`config.mk`:
```
export PLATFORM = sky130hd
export DESIGN_NAME = pipe_stage_reg
export DESIGN_NICKNAME = d
export VERILOG_FILES = /design/src/rtl/pipe_pkg.sv /design/src/rtl/pipe_stage_slot.sv /design/src/rtl/pipe_stage_reg.sv
export SDC_FILE = /design/constraint.sdc
export NUM_CORES = 1
export LEC_CHECK = 0
export CAP_MARGIN = 5
export CORE_ASPECT_RATIO = 1.75
export CORE_MARGIN = 5
export CORE_UTILIZATION = 50
export CTS_CLUSTER_SIZE = 8
export DETAILED_ROUTE_END_ITERATION = 7
export PLACE_DENSITY = 0.8
export SLEW_MARGIN = 0
export SYNTH_ARGS = -nofsm -noshare
export SYNTH_HDL_FRONTEND = slang
export SYNTH_SLANG_ARGS = --single-unit
export TNS_END_PERCENT = 100
```
`constraint.sdc`:
```
create_clock -name clk -period 2.6 [get_ports clk]
set_input_delay 0.52 -clock clk [delete_from_list [all_inputs] [get_ports clk]]
set_output_delay 0.52 -clock clk [all_outputs]
set_load 0.01 [all_outputs]
```
`src/rtl/pipe_pkg.sv`:
```
// Shared pipeline-stage types and per-stage control-bundle layout constants.
package pipe_pkg;

    typedef enum logic [1:0] {
        EMPTY = 2'd0,
        ONE   = 2'd1,
        FULL2 = 2'd2
    } pipe_state_t;

    localparam int unsigned IFID_CTRL_W  = 4;
    localparam int unsigned IDEX_CTRL_W  = 10;
    localparam int unsigned EXMEM_CTRL_W = 10;
    localparam int unsigned MEMWB_CTRL_W = 4;

    localparam int unsigned CTRL_REGWRITE = 0;
    localparam int unsigned CTRL_MEMWRITE = 1;
    localparam int unsigned CTRL_JUMP     = 2;
    localparam int unsigned CTRL_BRANCH   = 3;

    // Only bits with architectural side effects need clearing in a bubble.
    localparam logic [IDEX_CTRL_W-1:0] IDEX_KILL_MASK = IDEX_CTRL_W'(
        (1 << CTRL_REGWRITE) | (1 << CTRL_MEMWRITE) | (1 << CTRL_JUMP) | (1 << CTRL_BRANCH));

    localparam logic [EXMEM_CTRL_W-1:0] EXMEM_KILL_MASK = EXMEM_CTRL_W'(
        (1 << CTRL_REGWRITE) | (1 << CTRL_MEMWRITE));

endpackage

```
`src/rtl/pipe_stage_slot.sv`:
```
// One {ctrl,data} holding register: load has priority over the masked clear of ctrl.
module pipe_stage_slot #(
    parameter int unsigned       CTRL_W    = 10,
    parameter int unsigned       DATA_W    = 160,
    parameter logic [CTRL_W-1:0] KILL_MASK = {CTRL_W{1'b1}}
) (
    input  logic              clk,
    input  logic              rst_n,
    input  logic              load,
    input  logic              clear,
    input  logic [CTRL_W-1:0] load_ctrl,
    input  logic [DATA_W-1:0] load_data,
    output logic [CTRL_W-1:0] ctrl,
    output logic [DATA_W-1:0] data
);

    logic [CTRL_W-1:0] ctrl_q;
    logic [DATA_W-1:0] data_q;

    always_ff @(posedge clk or negedge rst_n) begin
        if (!rst_n) begin
            ctrl_q <= '0;
            data_q <= '0;
        end else if (load) begin
            ctrl_q <= load_ctrl;
            data_q <= load_data;
        end else if (clear) begin
            // Data is left alone; only the side-effect bits must become inert.
            ctrl_q <= ctrl_q & ~KILL_MASK;
        end
    end

    assign ctrl = ctrl_q;
    assign data = data_q;

endmodule

```
`src/rtl/pipe_stage_reg.sv`:
```
// Elastic pipeline stage register with valid/ready, stall, flush and an optional skid entry.
module pipe_stage_reg
    import pipe_pkg::*;
#(
    parameter int unsigned       CTRL_W    = 10,
    parameter int unsigned       DATA_W    = 160,
    parameter logic [CTRL_W-1:0] KILL_MASK = {CTRL_W{1'b1}},
    parameter bit                SKID      = 1'b1
) (
    input  logic              clk,
    input  logic              rst_n,
    input  logic              stall,
    input  logic              flush,
    input  logic              in_valid,
    output logic              in_ready,
    input  logic [CTRL_W-1:0] in_ctrl,
    input  logic [DATA_W-1:0] in_data,
    output logic              out_valid,
    input  logic              out_ready,
    output logic [CTRL_W-1:0] out_ctrl,
    output logic [DATA_W-1:0] out_data,
    output logic [1:0]        occupancy
);

    pipe_state_t state_q, state_d;

    logic              acc_in, acc_out;
    logic              main_load, main_clear, skid_load, load_from_skid;
    logic [CTRL_W-1:0] skid_ctrl, main_in_ctrl;
    logic [DATA_W-1:0] skid_data, main_in_data;

    // With a skid entry, ready depends only on registered state.
    always_comb begin
        if (SKID) begin
            in_ready = ~stall & (state_q != FULL2);
        end else begin
            in_ready = ~stall & ((state_q == EMPTY) | out_ready);
        end
    end

    assign out_valid = (state_q != EMPTY);
    assign occupancy = state_q;
    assign acc_in    = in_valid & in_ready & ~stall & ~flush;
    assign acc_out   = out_valid & out_ready & ~stall & ~flush;

    always_comb begin
        state_d        = state_q;
        main_load      = 1'b0;
        main_clear     = 1'b0;
        skid_load      = 1'b0;
        load_from_skid = 1'b0;
        if (flush) begin
            state_d    = EMPTY;
            main_clear = 1'b1;
        end else begin
            case (state_q)
                EMPTY: begin
                    if (acc_in) begin
                        main_load = 1'b1;
                        state_d   = ONE;
                    end
                end
                ONE: begin
                    if (acc_in && acc_out) begin
                        main_load = 1'b1;
                    end else if (acc_out) begin
                        main_clear = 1'b1;
                        state_d    = EMPTY;
                    end else if (acc_in && SKID) begin
                        skid_load = 1'b1;
                        state_d   = FULL2;
                    end
                end
                FULL2: begin
                    if (acc_out) begin
                        main_load      = 1'b1;
                        load_from_skid = 1'b1;
                        state_d        = ONE;
                    end
                end
                default: state_d = EMPTY;
            endcase
        end
    end

    always_ff @(posedge clk or negedge rst_n) begin
        if (!rst_n) begin
            state_q <= EMPTY;
        end else begin
            state_q <= state_d;
        end
    end

    assign main_in_ctrl = load_from_skid ? skid_ctrl : in_ctrl;
    assign main_in_data = load_from_skid ? skid_data : in_data;

    pipe_stage_slot #(
        .CTRL_W   (CTRL_W),
        .DATA_W   (DATA_W),
        .KILL_MASK(KILL_MASK)
    ) u_main (
        .clk      (clk),
        .rst_n    (rst_n),
        .load     (main_load),
        .clear    (main_clear),
        .load_ctrl(main_in_ctrl),
        .load_data(main_in_data),
        .ctrl     (out_ctrl),
        .data     (out_data)
    );

    if (SKID) begin : g_skid
        pipe_stage_slot #(
            .CTRL_W   (CTRL_W),
            .DATA_W   (DATA_W),
            .KILL_MASK(KILL_MASK)
        ) u_skid (
            .clk      (clk),
            .rst_n    (rst_n),
            .load     (skid_load),
            .clear    (1'b0),
            .load_ctrl(in_ctrl),
            .load_data(in_data),
            .ctrl     (skid_ctrl),
            .data     (skid_data)
        );
    end else begin : g_no_skid
        logic unused_skid_load;
        assign unused_skid_load = skid_load;
        assign skid_ctrl        = '0;
        assign skid_data        = '0;
    end

endmodule

```
* After elaboration in Yosys (flattened, before gate mapping)
Index checks and enable logic that the tools add are counted.
** Storage, ports and cells
- Flip-flop bits (word level) :: 342
- Latch bits :: 0
- RAM bits :: 0
- ROM bits :: 0
- Input bits :: 176
- Output and inout port bits :: 174
- Memories :: 0
** Operators by class
- $add $sub $neg :: 0
- $mul :: 0
- Divide/modulo/power cells :: 0
- $lt $le $gt $ge :: 0
- Eq/ne operators :: 7
- Shifts and indexed selects :: 0
- Multiplexer cells :: 25
- Bitwise logic cells :: 9
- Reductions and logical operators :: 5
** Operator list (number)
- 160-bit two-way mux :: 1
- 10-bit two-way mux :: 3
- 1-bit two-way mux :: 13
- 2-bit two-way mux :: 6
- 3-bit != test (second input constant) :: 3
- 1-bit bitwise AND :: 7
- 2-bit one-hot mux with 3 select lines :: 1
- 4-bit != test (second input constant) :: 1
- 4-bit AND reduction :: 1
- 2-bit nonzero test :: 2
- 1-bit one-hot mux with 3 select lines :: 1
- 2-bit by 1-bit equality test with 1-bit output (second input constant) :: 1
- 2-bit equality test (second input constant) :: 1
- 2-bit zero test :: 1
- 2-bit != test (second input constant) :: 1
- 1-bit NOT :: 2
- 1-bit logical AND :: 1

* Longest topological paths before layout
Gate-level depths: netlist of run 1.
- Word-level depth :: 11
- Gate-level depth with buffers :: 8

* By module
From an unflattened synthesis of run 1, not the netlist that was laid out.
** Second synthesis, totals
- Cells, all modules :: 935
- Area, all modules :: 15881.5 sq um
** Modules (own cells, without submodules)
- pipe_stage_slot :: times used 2, cells an instance 360, area an instance 6612.6 sq um, seq. area each 4254.1 sq um
- pipe_stage_reg :: times used 1, cells an instance 215, area an instance 2656.3 sq um, seq. area each 50.0 sq um

* Worst setup path after synthesis of run 1
OpenSTA, ideal clock, no wires.
- Path type :: register to register
- Start point :: register state_q[0], in the netlist occupancy[0]
- End point :: register u_main.data_q[119], in the netlist u_main.data[119]
- Arrival :: 1.920 ns
- Data required time :: 2.475 ns
- Setup slack :: 0.555 ns
- Cell stages (with the launch flop) :: 8
- Buffers on the path :: 3
- Path through :: dfrtp_1 -> buf_6 -> nand4bb_1 -> nor2_2 -> buf_4 -> buf_2 -> mux2_2 -> mux2_2
** On the way
- Longest elaborated chain between the ends :: 9
** Ends and longest elaborated chain
- start: declaration :: line pipe_stage_reg.sv:25 : pipe_state_t state_q, state_d;
- start signal: assignment :: line pipe_stage_reg.sv:90 : state_q <= state_d;
- 2-bit != test :: line pipe_stage_reg.sv:35 : in_ready = ~stall & (state_q != FULL2);
- 1-bit bitwise AND :: line pipe_stage_reg.sv:35
- 1-bit bitwise AND (3 in series) :: line pipe_stage_reg.sv:43 : assign acc_in = in_valid & in_ready & ~stall & ~flush;
- 1-bit logical AND :: line pipe_stage_reg.sv:64 : if (acc_in && acc_out) begin
- 1-bit two-way mux :: line pipe_stage_reg.sv:64
- 1-bit one-hot mux with 3 select lines :: line pipe_stage_reg.sv:56 : case (state_q)
- 1-bit two-way mux :: line pipe_stage_reg.sv:52 : if (flush) begin
- end signal: assignment :: line pipe_stage_slot.sv:26 : data_q <= load_data;
- end: declaration :: line pipe_stage_slot.sv:18 : logic [DATA_W-1:0] data_q;
Several ways; a longest one is shown, not always the timed one.
A chain may end at the register's enable or synchronous reset.

* Worst setup path after layout of run 1
- Start point :: register state_q[1], in the netlist occupancy[1]
- End point :: output port in_ready
** On the way
- Longest elaborated chain between the ends :: 2
** Ends and longest elaborated chain
- 2-bit != test :: line pipe_stage_reg.sv:35
- 1-bit bitwise AND :: line pipe_stage_reg.sv:35
- end: declaration :: line pipe_stage_reg.sv:15 : output logic in_ready,
Every way passes these cells.

==> impl_metrics.toml, run 1 <==
[final_layout]
final_cell_area_um2 = 20500
final_cells = 1713
mostFrequentLayoutCells = "mux2_2 (479), clkdlybuf4s50_1 (348), dfrtp_1 (342), clkbuf_16 (50), buf_12 (31)"
layout_commonest_cell = "mux2_2"
area_growth_pct = 38.2
utilization_pct = 69.8
drive_gt1_share_pct = 43.9
fill_cells = 2004
final_net_count = 1501

[flow_run]
drv_cap = 0

[placed_design]
dp.cells = 1656
placed_cell_area_um2 = 19200
routabilityCongestion = 0.816
numPortBuffers = 349
post-dp-hpwl_um = 26200

[yosys]
ys_types = 28
ys_warn_count = 0
synth_area_um2 = 14800
yosysTopAreaCellShare_pct = 57.8
synth_nets = 1110
ys_top_cells_by_area = "dfrtp_1 (58%), mux2_2 (36%), buf_4 (0.96%), buf_2 (0.95%), mux2_1 (0.84%)"
syn_area_per_cell_um2 = 15.8
yosys.area.top_type = "dfrtp_1"
ys_ff_latch = 342
syn_inst = 934
seq_area_frac_synth_pct = 57.8

[floorplan]
ios = 350
rows = 83
die_x_um = 140
start_util_pct = 50.5
core-area_um2 = 29300
dieArea_um2 = 33300
die_h_um = 238

[setup_path]
crit_arrival_ps = 1970
startpoint_type = "flop"
endpoint = "in_ready"
startpoint = "occupancy[1]"
critical_path_class = "flop to output pin"
crit_fanout = 8
critPathRequiredTime_ps = 2080
r2r_slack_ps = 460
reg2reg_depth = 6
end_kind = "output pin"
timing.rr.start = "occupancy[0]"
r2r-end = "u_main.data[129]"

[clock_tree]
cts.path.max_buffers = 3
cts_root_buffer = "clkbuf_16"
cts_resized = 0
cts_tree = "built"
htree_num_levels = 2
clock_sinks = 342
cts_made_buffers = 48
clk_pin_slew_ps = 50
clk_latency_ps = 540

[timing]
rsz0062_at_grt = "no"
period_needed_ps = 2490
setup_viol = 0
finalSetupTns_ps = 0
worstMarginPinSlew_ps = 1140
hold_ws_ps = 482
final_max_slew_viol_count = 0
period_share_pct = 95.6
fmax_mhz = 402
hold_viol_final = 0
skew_ps = 21.2
slew_headroom_pct = 24.2

[power]
peakVddDrop_v = 0.000703
powerDensity_nw_per_um2 = 759
p_leak_nw = 8.83

[detailed_routing]
drc = 0
first_pass_iters = 4
via_per_inst = 5.38
drt-total-wl_um = 36700
drt-initial-drc-count = 292
wire_per_inst_um = 21.4
vias = 9213
antenna_left = 0

[run_status]
status = "finished, final reports clean"

[global_route]
grt_antenna_before_repair = 4
grt_pass1_vias = 10600
grt_max_degree = 68
grt_overflow = 0
grt_pass1_wl_um = 58700
grt_usage_pct = 22.0

[min_path]
hold_path.class = "flop to flop"
layer usage:
metal  global-route usage (%)  up-vias  routed length, um
li1                         -     4137                  -
met4                     6.73        0                950
met2                     40.5      279              20000
met1                     24.6     4728              13200
met3                     6.34       69               2530
met5                        0        -                  0
how the worst min path moves through the flow:
stage / from / to / slack, ps / cells after the start
6_report: u_main.data[65] / u_main.data[65] / 480 / 1
5_1_grt: u_main.ctrl[1] / u_main.ctrl[1] / 500 / 1
4_1_cts: u_main.data[65] / u_main.data[65] / 490 / 1
3_5_place_dp: u_main.data[65] / u_main.data[65] / 470 / 1
3_3_place_gp: u_main.data[61] / u_main.data[61] / 470 / 1
2_1_floorplan: rst_n / g_skid.u_skid.ctrl[0] / 220 / 0
final cells by class:
class | count | area, um^2 | share of cell area (%)
antenna | 4 | 10.0 | 0.0489
clock buffer | 51 | 1260 | 6.18
clock inverter | 1 | 16.3 | 0.0795
inverter | 2 | 7.51 | 0.0367
multi-input combinational | 534 | 5870 | 28.7
sequential | 342 | 8560 | 41.8
tap | 382 | 478 | 2.34
timing repair buffer | 397 | 4250 | 20.8
logic make-up after synthesis:
group / Yosys count / share of synthesized area [%]
xor+xnor: 1 / 0.0592
compound gates: 20 / 1.07
flops: 342 / 57.8
mux: 500 / 38.0
simple gates: 13 / 0.541
buf+inv: 58 / 2.53
sequential cells by signal, indices dropped and copies added, names as in the netlist:
| signal | count |
|---|---|
| g_skid.u_skid.data | 160 |
| u_main.data | 160 |
| g_skid.u_skid.ctrl | 10 |
| u_main.ctrl | 10 |
| occupancy | 2 |
report_power, final:
group,switching (W),internal [W]
Combinational,0.00115,0.00205
Clock,0.00210,0.00337
Sequential,0.000534,0.00633
Total,0.00378,0.0117
worst max-delay path, cell delays in order, from the launching register on:
cell	delay, ps
dfrtp_1	480
nor2b_1	220
nor2_1	130
clkdlybuf4s50_1	600
synth_stat cells, drive strengths merged:
library cell    n
a211o           1
a21boi          1
a21o            1
a21oi           3
buf            52
clkbuf          4
dfrtp         342
inv             2
mux2          490
mux2i          10
nand2b          1
nand3           1
nand4           2
nand4bb         1
nor2            4
nor2b           2
o21ai           4
o2bb2ai        10
or2             1
or3b            1
xnor2           1
per-stage QoR:
| step | worst slack (ps) | power [W] |
|---|---|---|
| floorplan | 555 | 0.00816 |
| global placement | 63.1 | 0.0100 |
| detailed placement | 21.1 | 0.0102 |
| CTS | 79.4 | 0.0157 |
| global route | 27.8 | 0.0162 |
| finish | 114 | 0.0155 |
timing repair:
item,CTS,global route
buffers inserted,0,0
hold endpoints to repair,42,0
hold buffers,1,0
No activity file was read; power rests on OpenSTA's default activity.
==> run 2, diff against run 1 <==
--- a/config.mk
+++ b/config.mk
@@ -6,7 +6,6 @@
 export NUM_CORES = 1
 export LEC_CHECK = 0
 export CAP_MARGIN = 5
-export CORE_ASPECT_RATIO = 1.75
 export CORE_MARGIN = 5
 export CORE_UTILIZATION = 50
 export CTS_CLUSTER_SIZE = 8
==> run 2 against run 1 <==
Compared with the run above: worst setup slack better by 140 ps; die area decreased by 0.41%; count of clock-buffer cells in the layout decreased by 1; clock power decreased by 1%; hold slack is essentially flat; power fell by 0.54%; largest power group unchanged; critical path depth unchanged; highest routed layer unchanged; flip-flop and latch count unchanged; final cell count grew 1.1%; non-clock buffer count is 11 higher; via count grew 0.21%; cell area fell by 0.21%.
==> impl_metrics.toml, run 2 (synthesis gave the netlist of run 1 again) <==
[min_path]
holdPathEnd = "u_main.data[68]"
hold_path.class = "flop to flop"
holdPathStages = 1
worstHoldStart = "u_main.data[68]"

[clock_tree]
cts_tree = "built"
clk_latency_ps = 540
cts_resized = 0
post_cts_buffers = 0
cts_made_buffers = 48
cts-hold-fix-buffers = 1
cts.path.max_buffers = 3
clock_sinks = 342
htree_num_levels = 2
cts_root_buffer = "clkbuf_16"
clk_pin_slew_ps = 50

[global_route]
grt_pass1_vias = 10300
grt_overflow = 0
grt_max_degree = 79
grtUsageMet2_pct = 37.1
grt_usage_pct = 21.8
use_met1_pct = 27.1
use_met3_pct = 4.77
grt_pass1_wl_um = 57700
grt_antenna_before_repair = 4
grt_most_used_layer = "met2"

[setup_path]
r2r-end = "u_main.data[65]"
reg2reg_depth = 6
critical_path_class = "flop to output pin"
critPathRequiredTime_ps = 2080
end_kind = "output pin"
crit_fanout = 8
startpoint_type = "flop"
crit_arrival_ps = 1820
timing.rr.start = "occupancy[0]"
r2r_slack_ps = 470

[power]
p_leak_nw = 8.83
powerDensity_nw_per_um2 = 757
p_switching_w = 0.00376
share_comb_of_total_power_pct = 20.5
clkPwrFrac_pct = 35.0
power_w = 0.0154
peakVddDrop_v = 0.000550
p_seq_share_pct = 44.5
switching_share_pct = 24.4
cellInternalPower_w = 0.0117

[flow_run]
drv_cap = 0

[timing]
hold_viol_final = 0
period_needed_ps = 2340
rsz0062_at_grt = "no"
skew_ps = 13.2
worstMarginPinSlew_ps = 938
slew_headroom_pct = 37.5
final_max_slew_viol_count = 0
fmax_mhz = 427
period_share_pct = 90.1
setup_viol = 0

[detailed_routing]
first_pass_iters = 4
antenna_left = 0
via_per_inst = 5.33
wire_per_inst_um = 21.0
vias = 9232
drt-initial-drc-count = 294
drc = 0
drt-total-wl_um = 36300

[final_layout]
multi_input_area_um2 = 5870
fill_cells = 1998
drive_gt1_share_pct = 44.3
layout_commonest_cell = "mux2_2"
area_growth_pct = 37.9
final_net_count = 1512
seqCellArea_um2 = 8560
final_cell_area_um2 = 20400
mostFrequentLayoutCells = "mux2_2 (479), clkdlybuf4s50_1 (348), dfrtp_1 (342), clkbuf_16 (49), buf_4 (36)"

[placed_design]
placed_cell_area_um2 = 19100
post-dp-hpwl_um = 25800
numPortBuffers = 349
routabilityCongestion = 0.802

[floorplan]
ios = 350
start_util_pct = 50.3
rows = 63
die_h_um = 182
dieArea_um2 = 33100
die_x_um = 182
core-area_um2 = 29400

[run_status]
status = "finished, final reports clean"
[run 2: how the worst max path moves through the flow]
stage                                  end  depth (start not counted)          from
after global routing              in_ready                          3  occupancy[1]
after detailed placement   u_main.data[79]                          6      in_valid
after CTS                         in_ready                          3  occupancy[1]
final                             in_ready                          3  occupancy[1]
after global placement     u_main.data[20]                          6      in_valid
after floorplan           u_main.data[119]                          7  occupancy[0]
[run 2: routing by layer]
metal / share of wire [%] / wire (um) / vias to the layer above
li1: - / - / 4164
met5: 0 / 0 / -
met2: 51 / 18400 / 251
met4: 3.8 / 1380 / 0
met1: 40 / 14600 / 4740
met3: 5.5 / 1980 / 77
[run 2: critical path, cell delays in order, from the launching register on]
cell	delay, ps
dfrtp_1	460
nor2b_1	190
nor2_1	100
clkdlybuf4s50_1	540
[run 2: through the flow]
stage	setup TNS [ps]	hold slack [ps]	std cells	utilization, %	worst slack, ps
after floorplan	0	224	934	-	555
after global placement	0	471	1675	65.1	21.7
after detailed placement	-571	477	1675	65.1	-32.7
after CTS	0	489	1728	69.4	234
after global routing	0	502	1732	69.4	183
final	0	482	1732	69.4	256
[run 2: area by class of cell]
class,count,share of cell area [%]
timing repair buffer,408,20.7
tap,390,2.39
clock buffer,50,6.08
multi-input combinational,534,28.8
inverter,2,0.0368
sequential,342,41.9
clock inverter,2,0.0858
antenna,4,0.0490
[run 2: power groups by stage]
stage	sequential [W]	clock (W)	combinational [W]
after detailed placement	0.00694	0	0.00319
after global routing	0.00700	0.00577	0.00339
final	0.00688	0.00540	0.00317
after global placement	0.00690	0	0.00311
after floorplan	0.00706	0	0.00110
after CTS	0.00688	0.00553	0.00322
==> run 3, diff against run 2 <==
--- a/config.mk
+++ b/config.mk
@@ -7,10 +7,10 @@
 export LEC_CHECK = 0
 export CAP_MARGIN = 5
 export CORE_MARGIN = 5
-export CORE_UTILIZATION = 50
+export CORE_UTILIZATION = 45
 export CTS_CLUSTER_SIZE = 8
 export DETAILED_ROUTE_END_ITERATION = 7
-export PLACE_DENSITY = 0.8
+export PLACE_DENSITY = 0.76
 export SLEW_MARGIN = 0
 export SYNTH_ARGS = -nofsm -noshare
 export SYNTH_HDL_FRONTEND = slang
==> constraint.sdc (replaced) <==
create_clock -name clk -period 1.95 [get_ports clk]
set_input_delay 0.39 -clock clk [delete_from_list [all_inputs] [get_ports clk]]
set_output_delay 0.39 -clock clk [all_outputs]
set_load 0.01 [all_outputs]
==> run 3 against run 2 <==
Compared with the run above: the flow now finishes with violations (setup timing); combinational power is 50% higher; clock power is 35% higher; global-route usage is 1.0 points lower; final cell count is 5.6% higher; non-clock buffer count is 48 higher; largest cell class unchanged; first-iteration DRC count is 8.8% lower.
==> impl_metrics.toml, run 3 (synthesis gave the netlist of run 1 again) <==
[final_layout]
area_growth_pct = 49.3
mostFrequentLayoutCells = "clkdlybuf4s50_1 (344), dfrtp_1 (340), mux2_2 (316), mux2_4 (174), clkbuf_16 (58)"
layout_commonest_cell = "clkdlybuf4s50_1"
drive_gt1_share_pct = 47.6
final_net_count = 1560

[timing]
setup_viol = 151
rsz0062_at_grt = "yes"
postLayoutSetupSlackWorst_ps = -63.2
finalSetupTns_ps = -4940
period_needed_ps = 2010
period_share_pct = 103
worstMarginPinSlew_ps = 365
final_max_slew_viol_count = 0
slew_headroom_pct = 75.7
fmax_mhz = 497
skew_ps = 13.3
hold_viol_final = 0

[run_status]
status = "finished with violations"
violations = "setup timing"

[global_route]
grt_pass1_vias = 10600
grt_antenna_before_repair = 2
grt_overflow = 0
grt_usage_pct = 20.7
grt_max_degree = 66
grt_pass1_wl_um = 60100

[floorplan]
start_util_pct = 45.5
dieArea_um2 = 36600
ios = 350
die_x_um = 191
core-area_um2 = 32500
rows = 66
die_h_um = 191

[detailed_routing]
drt-total-wl_um = 41000
vias = 9556
drc = 0
wire_per_inst_um = 22.4
first_pass_iters = 6
antenna_left = 0
drt-initial-drc-count = 268
via_per_inst = 5.22

[placed_design]
routabilityCongestion = 0.792
numPortBuffers = 349
post-dp-hpwl_um = 26200

[clock_tree]
cts_tree = "built"
cts_made_buffers = 48
cts.path.max_buffers = 3
htree_num_levels = 2
clock_sinks = 342
clk_latency_ps = 530
cts_root_buffer = "clkbuf_16"
clk_pin_slew_ps = 50

[min_path]
hold_path.class = "primary input to async pin"

[power]
p_leak_nw = 9.87
power_w = 0.0213
peakVddDrop_v = 0.000757
powerDensity_nw_per_um2 = 963

[flow_run]
drv_cap = 0

[setup_path]
slowest_delay_ps = 410
critPathRequiredTime_ps = 2360
startpoint_type = "flop"
end_kind = "flop"
r2r_slack_ps = -60
critical_path_class = "flop to flop"
crit_arrival_ps = 2420
crit_fanout = 7
worstPathCellList = "buf_6, nand4bb_4, nor2_4, buf_6, clkbuf_16, clkbuf_16, mux2_4, mux2_4"
cp_slowest_cell = "dfrtp_2"
run 3: changes by cell type in the layout (fill, tap and decap cells not counted), moves of 3 or more:
cell	delta
mux2_4	+174
mux2_2	-163
buf_12	+14
buf_6	+13
buf_8	+12
mux2_1	-11
clkbuf_16	+9
buf_16	+6
buf_4	-5
clkdlybuf4s50_1	-4
diode_2	-3
run 3: final cells by class:
| cell class | instances | area, um^2 |
|---|---|---|
| Sequential cell | 342 | 8560 |
| Antenna cell | 1 | 2.50 |
| Fill cell | 2232 | 10400 |
| Inverter | 2 | 7.51 |
| Clock buffer | 50 | 1240 |
| Timing Repair Buffer | 456 | 5160 |
| Multi-Input combinational cell | 534 | 6560 |
| Tap cell | 442 | 553 |
| Clock inverter | 2 | 17.5 |
run 3: where the power goes:
group	switching [W]	total (W)	internal (W)	leakage, nW
Clock	0.00286	0.00728	0.00442	0.620
Sequential	0.000774	0.00922	0.00844	4.29
Combinational	0.00163	0.00477	0.00315	4.96
run 3: through the flow:
step / cell area, um^2 / setup WS (ps) / cells / hold slack, ps / utilization [%]
6_report: 22100 / -63.2 / 1829 / 350 / 67.9
5_1_grt: 22100 / -126 / 1829 / 376 / 67.9
4_1_cts: 21300 / -112 / 1815 / 340 / 65.4
3_5_place_dp: 19400 / -581 / 1746 / 310 / 59.7
3_3_place_gp: 19400 / -556 / 1746 / 312 / 59.7
2_1_floorplan: 14900 / -47.0 / 934 / 94.4 / -
run 3: what timing repair did:
action                                 4_1_cts  5_1_grt
endpoints found under the hold margin       28        0
pin swaps                                    0        4
gates resized for setup                     78      162
hold buffers                                 1        0
buffers inserted                            10        6
gates cloned                                 6        9
setup endpoints to repair                  164      163
run 3: worst paths after layout:
| check | start | end | cells past startpoint |
|---|---|---|---|
| setup reg to reg | occupancy[1] | u_main.data[101] | 8 |
| max in group asynchronous | rst_n | g_skid.u_skid.data[59] | 3 |
| min in group clk | u_main.ctrl[1] | u_main.ctrl[1] | 1 |
| hold reg to reg | u_main.ctrl[1] | u_main.ctrl[1] | 1 |
| hold / removal | rst_n | g_skid.u_skid.data[46] | 2 |
| setup / recovery | occupancy[1] | u_main.data[101] | 8 |
run 3: critical path, delay by kind of cell (launching register included):
kind / cells / cell delay (ps)
buf+inv: 4 / 590
flops: 1 / 410
mux: 2 / 560
simple gates: 2 / 320
run 3: layer usage:
metal  vias up  GRT usage [%]  routed length (um)
li1       4254              -                   -
met1      4912           26.2               17000
met2       310           35.1               20000
met3        78           5.68                2810
met4         2           5.77                1180
met5         -              0                  13
